[src/rtl/motion_bbox_tracker.sv]
// Frame-difference motion detector: per-pixel luma threshold mask plus a
// per-frame motion bounding box published once after each frame ends.
module motion_bbox_tracker #(
    parameter int unsigned IMG_W   = 640,
    parameter int unsigned IMG_H   = 480,
    parameter int unsigned XW      = 10,
    parameter int unsigned YW      = 10,
    parameter int unsigned CW      = 19,
    parameter int unsigned MIN_PIX = 16
) (
    input  logic          clk,
    input  logic          rst,
    input  logic [7:0]    diff_threshold,
    input  logic [7:0]    y_cur,
    input  logic [7:0]    y_pre,
    input  logic          frame_vsync,
    input  logic          frame_href,
    input  logic          frame_clken,
    output logic          mask_clken,
    output logic          mask_bit,
    output logic          box_valid,
    output logic          box_found,
    output logic [XW-1:0] box_xmin,
    output logic [XW-1:0] box_xmax,
    output logic [YW-1:0] box_ymin,
    output logic [YW-1:0] box_ymax,
    output logic [CW-1:0] box_count,
    output logic          geom_err
);

    localparam logic [2:0] StSync    = 3'd0;
    localparam logic [2:0] StActive  = 3'd1;
    localparam logic [2:0] StDrain   = 3'd2;
    localparam logic [2:0] StPublish = 3'd3;
    localparam logic [2:0] StBlank   = 3'd4;

    localparam logic [XW-1:0] XMax = {XW{1'b1}};
    localparam logic [YW-1:0] YMax = {YW{1'b1}};
    localparam logic [CW-1:0] CMax = {CW{1'b1}};

    logic [2:0] state_q, state_d;
    logic       vsync_q, href_q;

    logic [XW-1:0] x_q, x_d;
    logic [YW-1:0] y_q, y_d;

    logic          s1_valid_q, s1_motion_q, s1_inwin_q, s1_act_q;
    logic [XW-1:0] s1_x_q;
    logic [YW-1:0] s1_y_q;

    logic [CW-1:0] cnt_q, cnt_d;
    logic [XW-1:0] xmin_q, xmin_d, xmax_q, xmax_d;
    logic [YW-1:0] ymin_q, ymin_d, ymax_q, ymax_d;
    logic          err_q, err_d;

    logic          box_valid_q, box_found_q, geom_err_q;
    logic [XW-1:0] box_xmin_q, box_xmax_q;
    logic [YW-1:0] box_ymin_q, box_ymax_q;
    logic [CW-1:0] box_count_q;

    logic       pix_vld, href_fall, in_win, motion, acc_hit, acc_oow, found;
    logic [7:0] pix_diff;

    assign pix_vld   = frame_href & frame_clken;
    assign href_fall = href_q & ~frame_href;
    assign pix_diff  = (y_cur >= y_pre) ? (y_cur - y_pre) : (y_pre - y_cur);
    assign motion    = pix_diff > diff_threshold;
    assign in_win    = (33'(x_q) < 33'(IMG_W)) && (33'(y_q) < 33'(IMG_H));
    assign found     = 33'(cnt_q) >= 33'(MIN_PIX);

    // Only pixels captured while ACTIVE may touch the accumulators.
    assign acc_hit = s1_valid_q & s1_act_q & s1_inwin_q & s1_motion_q;
    assign acc_oow = s1_valid_q & s1_act_q & ~s1_inwin_q;

    // SYNC waits for a blanking interval before the first ACTIVE frame, so a
    // frame interrupted by reset is never published.
    always_comb begin
        state_d = state_q;
        unique case (state_q)
            StSync:    if (frame_vsync) state_d = StBlank;
            StActive:  if (frame_vsync && !vsync_q) state_d = StDrain;
            StDrain:   state_d = StPublish;
            StPublish: state_d = StBlank;
            StBlank:   if (!frame_vsync) state_d = StActive;
            default:   state_d = StSync;
        endcase
    end

    always_comb begin
        x_d = x_q;
        y_d = y_q;
        if (state_q == StPublish || state_q == StBlank || state_q == StSync) begin
            x_d = '0;
            y_d = '0;
        end else begin
            if (href_fall) begin
                x_d = '0;
                if (y_q != YMax) y_d = y_q + YW'(1);
            end else if (pix_vld && x_q != XMax) begin
                x_d = x_q + XW'(1);
            end
        end
    end

    always_comb begin
        cnt_d  = cnt_q;
        xmin_d = xmin_q;
        xmax_d = xmax_q;
        ymin_d = ymin_q;
        ymax_d = ymax_q;
        err_d  = err_q;
        if (state_q == StPublish || state_q == StSync) begin
            cnt_d  = '0;
            xmin_d = XMax;
            xmax_d = '0;
            ymin_d = YMax;
            ymax_d = '0;
            err_d  = 1'b0;
        end else begin
            if (acc_hit) begin
                if (cnt_q != CMax) cnt_d = cnt_q + CW'(1);
                if (s1_x_q < xmin_q) xmin_d = s1_x_q;
                if (s1_x_q > xmax_q) xmax_d = s1_x_q;
                if (s1_y_q < ymin_q) ymin_d = s1_y_q;
                if (s1_y_q > ymax_q) ymax_d = s1_y_q;
            end
            if (acc_oow) err_d = 1'b1;
        end
    end

    always_ff @(posedge clk or posedge rst) begin
        if (rst) begin
            state_q <= StSync;
            vsync_q <= 1'b0;
            href_q  <= 1'b0;
            x_q     <= '0;
            y_q     <= '0;
        end else begin
            state_q <= state_d;
            vsync_q <= frame_vsync;
            href_q  <= frame_href;
            x_q     <= x_d;
            y_q     <= y_d;
        end
    end

    always_ff @(posedge clk or posedge rst) begin
        if (rst) begin
            s1_valid_q  <= 1'b0;
            s1_motion_q <= 1'b0;
            s1_inwin_q  <= 1'b0;
            s1_act_q    <= 1'b0;
            s1_x_q      <= '0;
            s1_y_q      <= '0;
        end else begin
            s1_valid_q  <= pix_vld;
            s1_motion_q <= pix_vld & motion;
            s1_inwin_q  <= in_win;
            s1_act_q    <= (state_q == StActive);
            s1_x_q      <= x_q;
            s1_y_q      <= y_q;
        end
    end

    always_ff @(posedge clk or posedge rst) begin
        if (rst) begin
            cnt_q  <= '0;
            xmin_q <= XMax;
            xmax_q <= '0;
            ymin_q <= YMax;
            ymax_q <= '0;
            err_q  <= 1'b0;
        end else begin
            cnt_q  <= cnt_d;
            xmin_q <= xmin_d;
            xmax_q <= xmax_d;
            ymin_q <= ymin_d;
            ymax_q <= ymax_d;
            err_q  <= err_d;
        end
    end

    always_ff @(posedge clk or posedge rst) begin
        if (rst) begin
            box_valid_q <= 1'b0;
            box_found_q <= 1'b0;
            box_xmin_q  <= '0;
            box_xmax_q  <= '0;
            box_ymin_q  <= '0;
            box_ymax_q  <= '0;
            box_count_q <= '0;
            geom_err_q  <= 1'b0;
        end else begin
            box_valid_q <= (state_q == StPublish);
            if (state_q == StPublish) begin
                box_found_q <= found;
                box_xmin_q  <= found ? xmin_q : '0;
                box_xmax_q  <= found ? xmax_q : '0;
                box_ymin_q  <= found ? ymin_q : '0;
                box_ymax_q  <= found ? ymax_q : '0;
                box_count_q <= cnt_q;
                geom_err_q  <= err_q;
            end
        end
    end

    assign mask_clken = s1_valid_q;
    assign mask_bit   = s1_motion_q;
    assign box_valid  = box_valid_q;
    assign box_found  = box_found_q;
    assign box_xmin   = box_xmin_q;
    assign box_xmax   = box_xmax_q;
    assign box_ymin   = box_ymin_q;
    assign box_ymax   = box_ymax_q;
    assign box_count  = box_count_q;
    assign geom_err   = geom_err_q;

endmodule

[config.mk]
export PLATFORM = sky130hd
export DESIGN_NAME = motion_bbox_tracker
export DESIGN_NICKNAME = d
export VERILOG_FILES = /design/src/rtl/motion_bbox_tracker.sv
export SDC_FILE = /design/constraint.sdc
export NUM_CORES = 1
export LEC_CHECK = 0
export ABC_AREA = 1
export ABC_CLOCK_PERIOD_IN_PS = 14680
export BUFFER_PORTS_ARGS = -buffer_cell sky130_fd_sc_hd__buf_2
export CAP_MARGIN = 10
export CORE_MARGIN = 5
export CORE_UTILIZATION = 40
export CTS_CLUSTER_DIAMETER = 30
export CTS_CLUSTER_SIZE = 12
export DETAILED_ROUTE_END_ITERATION = 10
export GPL_ROUTABILITY_DRIVEN = 0
export PLACE_DENSITY = 0.66
export SLEW_MARGIN = 0
export SYNTH_ARGS = -nofsm -noshare
export SYNTH_HDL_FRONTEND = slang
export SYNTH_SLANG_ARGS = --single-unit
[constraint.sdc]
create_clock -name clk -period 14.68 [get_ports clk]
set_input_delay 1.468 -clock clk [delete_from_list [all_inputs] [get_ports clk]]
set_output_delay 1.468 -clock clk [all_outputs]
set_load 0.02 [all_outputs]
==> flow_summary_export.csv <==
group,metric,value,unit
grt,grt_start_max_net_pins,99,
yosys,synthCells,1179,
grt,grt_pass1_vias,7523,
clocking,clock_latency,0.42,ns
clocking,cts_sinks,171,
critical_path,required,14.98,ns
flow_run,cap_violations,0,
hold_path,hp-class,"reg2reg",
timing,max_freq,284,MHz
yosys,yosysSeqAreaShare,0.461,
yosys,netlist_area,9350,sq um
drt,drt-pass1-iter-count,4,
floorplanning,die-area,26500,sq um
clocking,holdBufCountCts,0,
clocking,post_cts_buffers,0,
yosys,ys_warn_count,0,
grt,grt_pass1_wl,35400,um
critical_path,worst_r2r_endpoint,"cnt_q[7]$_DFFE_PP0P_",
yosys,synth_area_leaders,"dfrtp_1 40%, nand2_1 14%, ha_1 8.7%",
timing,fin_crit,3.52,ns
place,dpl.cell_count,1558,
critical_path,crit_path_top_delay_cell,"fa_1",
clocking,cts_buffer_depth,2,
critical_path,cp_top_family,"adder cells",
critical_path,worstReg2RegStart,"state_q[1]$_DFFE_PP0P_",
floorplanning,core,23300,sq um
drt,wl_per_cell,12.9,um
critical_path,worstPathCellList,"buf_2, inv_1, ha_1, inv_1, fa_1, nand2_1, o21ai_0, nand2_1, nand3_2, inv_1, nand2_1, nand2_1, inv_1, ha_1, a21oi_1, nor2_1, a211oi_1, a21oi_1",
clocking,cts_tree,"built",
finish,layout.nets,1354,
yosys,yosysTopAreaCell,"dfrtp_1",
critical_path,crit_type,"in2reg",
power_and_ir_drop,p_leak,5.66,nW
hold_path,min_to,"s1_x_q[3]$_DFF_PP0_",
drt,drt_wl_total,20600,um
timing,setup-violations-final,0,
place,port_buffers,92,
power_and_ir_drop,power.density,139,nW/um^2
clocking,path_clk_slew,0.06,ns
clocking,cts_buffers,17,
floorplanning,die_x,163,um
floorplanning,die_h,163,um
yosys,syn_avg_cell_area,7.93,sq um
timing,finalMaxSlewViolations,0,
clocking,ctsResizeCount,0,
yosys,synth_top_area_frac,0.404,
finish,multiInputGateArea,4310,sq um
timing,fin_crit_sh,0.240,
outcome,status,"complete, no violations",
timing,tightest_slew,1.11,ns
critical_path,crit_path_end_kind,"flop",
place,hpwl,15000,um
critical_path,reg2reg_depth,9,
finish,drive_gt1_frac,0.140,
critical_path,crit_fanout,9,
finish,fin_cells,1590,
drt,num_vias,7689,
timing,tns,0,ns
finish,area_delta_synth_final,13.7,%
critical_path,cp_slowest_stage_delay,0.41,ns
critical_path,rrSetupSlack,11.17,ns
grt,antenna_found_initial,1,
floorplanning,row_count,56,
timing,final_hold_viol_count,0,
clocking,clock-root-buffer,"clkbuf_16",
drt,ant_nets,0,
finish,seq_area,4300,sq um
critical_path,path_buf_inv,5,
critical_path,critPathArrivalTime,3.83,ns
floorplanning,start_util,0.402,
clocking,htree_levels,4,
drt,viasPerCell,4.84,
timing,skew,0.0114,ns
critical_path,start_kind,"input pin",
drt,drtIter0Drc,318,
yosys,synth_nets,1275,
power_and_ir_drop,ir_drop,0.0891,mV
yosys,synth.distinct_cells,38,
timing,rsz0062_at_grt,"false",
hold_path,worstHoldPathCells,0,
finish,antenna_cells,0,
grt,gr-usage-all-layers,0.161,
finish,fillers,2303,
timing,relSlewSlack,0.261,
floorplanning,ios,93,
yosys,synth.ff_latch_count,171,
hold_path,hp-start,"x_q[3]$_DFFE_PP0P_",
timing,holdWs,0.380,ns
power_and_ir_drop,power.total,1.48,mW
grt,grt-ovfl-total,0,
drt,drc,0,
-- stage by stage --
step                      area, sq um  setup slack, ns   util
after CTS                       10600            11.14  0.457
final                           10600            11.16  0.457
after global placement          10100            10.79  0.433
after detailed placement        10100            10.71  0.433
after floorplan                  9350             8.61      -
after global routing            10600            10.76  0.457
-- sequential cells by signal, indices dropped and copies added, names as in the netlist, 3 cells and up --
name       flops
x_q           10
box_xmin      10
cnt_q         19
y_q           10
s1_x_q        10
box_ymin      10
s1_y_q        10
xmin_q        10
ymin_q        10
ymax_q        10
state_q        3
box_ymax      10
xmax_q        10
box_count     19
box_xmax      10
-- cell families after synthesis --
group	synth area share
AOI/OAI and AO/OA	0.0778
xor gates and xnor gates	0.0122
adders and majority gates	0.0913
buffers and inverters	0.0786
DFF	0.461
and+or+nand+nor	0.280
-- synthesized netlist by cell type, drive strengths merged --
| library cell | count |
|---|---|
| xor2 | 13 |
| a221oi | 1 |
| dfrtp | 151 |
| o21ai | 94 |
| dfstp | 20 |
| nand3 | 100 |
| o21a | 1 |
| nor3 | 6 |
| nand3b | 2 |
| nand4 | 38 |
| or2 | 23 |
| and2 | 1 |
| fa | 2 |
| nor4 | 1 |
| a211oi | 1 |
| nand2b | 1 |
| inv | 152 |
| a21oi | 28 |
| buf | 13 |
| clkinv | 1 |
| nand2 | 358 |
| ha | 65 |
| o211ai | 2 |
| nor2 | 75 |
| o21bai | 1 |
| clkbuf | 21 |
| a21o | 7 |
| o22ai | 1 |
-- report_power, final --
part           switching (mW)  internal, mW
combinational           0.331         0.144
clock                   0.181         0.244
sequential             0.0356         0.542
total                   0.547         0.930
-- final cells by class --
type / instances / share of cell area
Clock buffer: 24 / 0.0444
Timing Repair Buffer: 94 / 0.0447
Clock inverter: 8 / 0.00812
Sequential cell: 171 / 0.405
Multi-Input combinational cell: 821 / 0.405
Tap cell: 319 / 0.0376
Inverter: 153 / 0.0548
-- cell usage in the layout (no fill, tap or decap), types with 3 or more instances in the layout --
cell        count
nand3_2         3
nand4_1        38
buf_2          92
a21o_1          7
dfstp_2        20
o21ai_1        21
a21oi_1        27
dfrtp_1       151
o21ai_0        73
inv_2           3
clkbuf_16      17
nor3_1          6
inv_1         147
xor2_1         13
nand2_1       355
ha_1           65
nand3_1        97
or2_2          23
nor2_1         73
clkinvlp_4      4
clkbuf_1        5
-- routing by layer --
| metal | wire [um] | vias to the layer above | track usage |
|---|---|---|---|
| met5 | 7 | - | 0 |
| met4 | 404 | 2 | 0.0522 |
| met3 | 922 | 32 | 0.0306 |
| met2 | 9580 | 161 | 0.266 |
| met1 | 9670 | 3553 | 0.214 |
| li1 | - | 3941 | - |
-- worst max path at each step --
stage,startpoint,end,slack [ns],depth (start not counted)
final,y_cur[0],mask_bit$_DFF_PP0_,11.16,18
after global routing,state_q[0]$_DFFE_PP0P_,ymin_q[5]$_DFFE_PP1P_,10.76,8
after CTS,state_q[0]$_DFFE_PP0P_,ymin_q[7]$_DFFE_PP1P_,11.14,8
after detailed placement,y_cur[0],mask_bit$_DFF_PP0_,10.71,18
after global placement,y_cur[0],mask_bit$_DFF_PP0_,10.79,18
after floorplan,rst,box_count[0]$_DFFE_PP0P_,8.61,1
(Power assumes the default switching activity.)
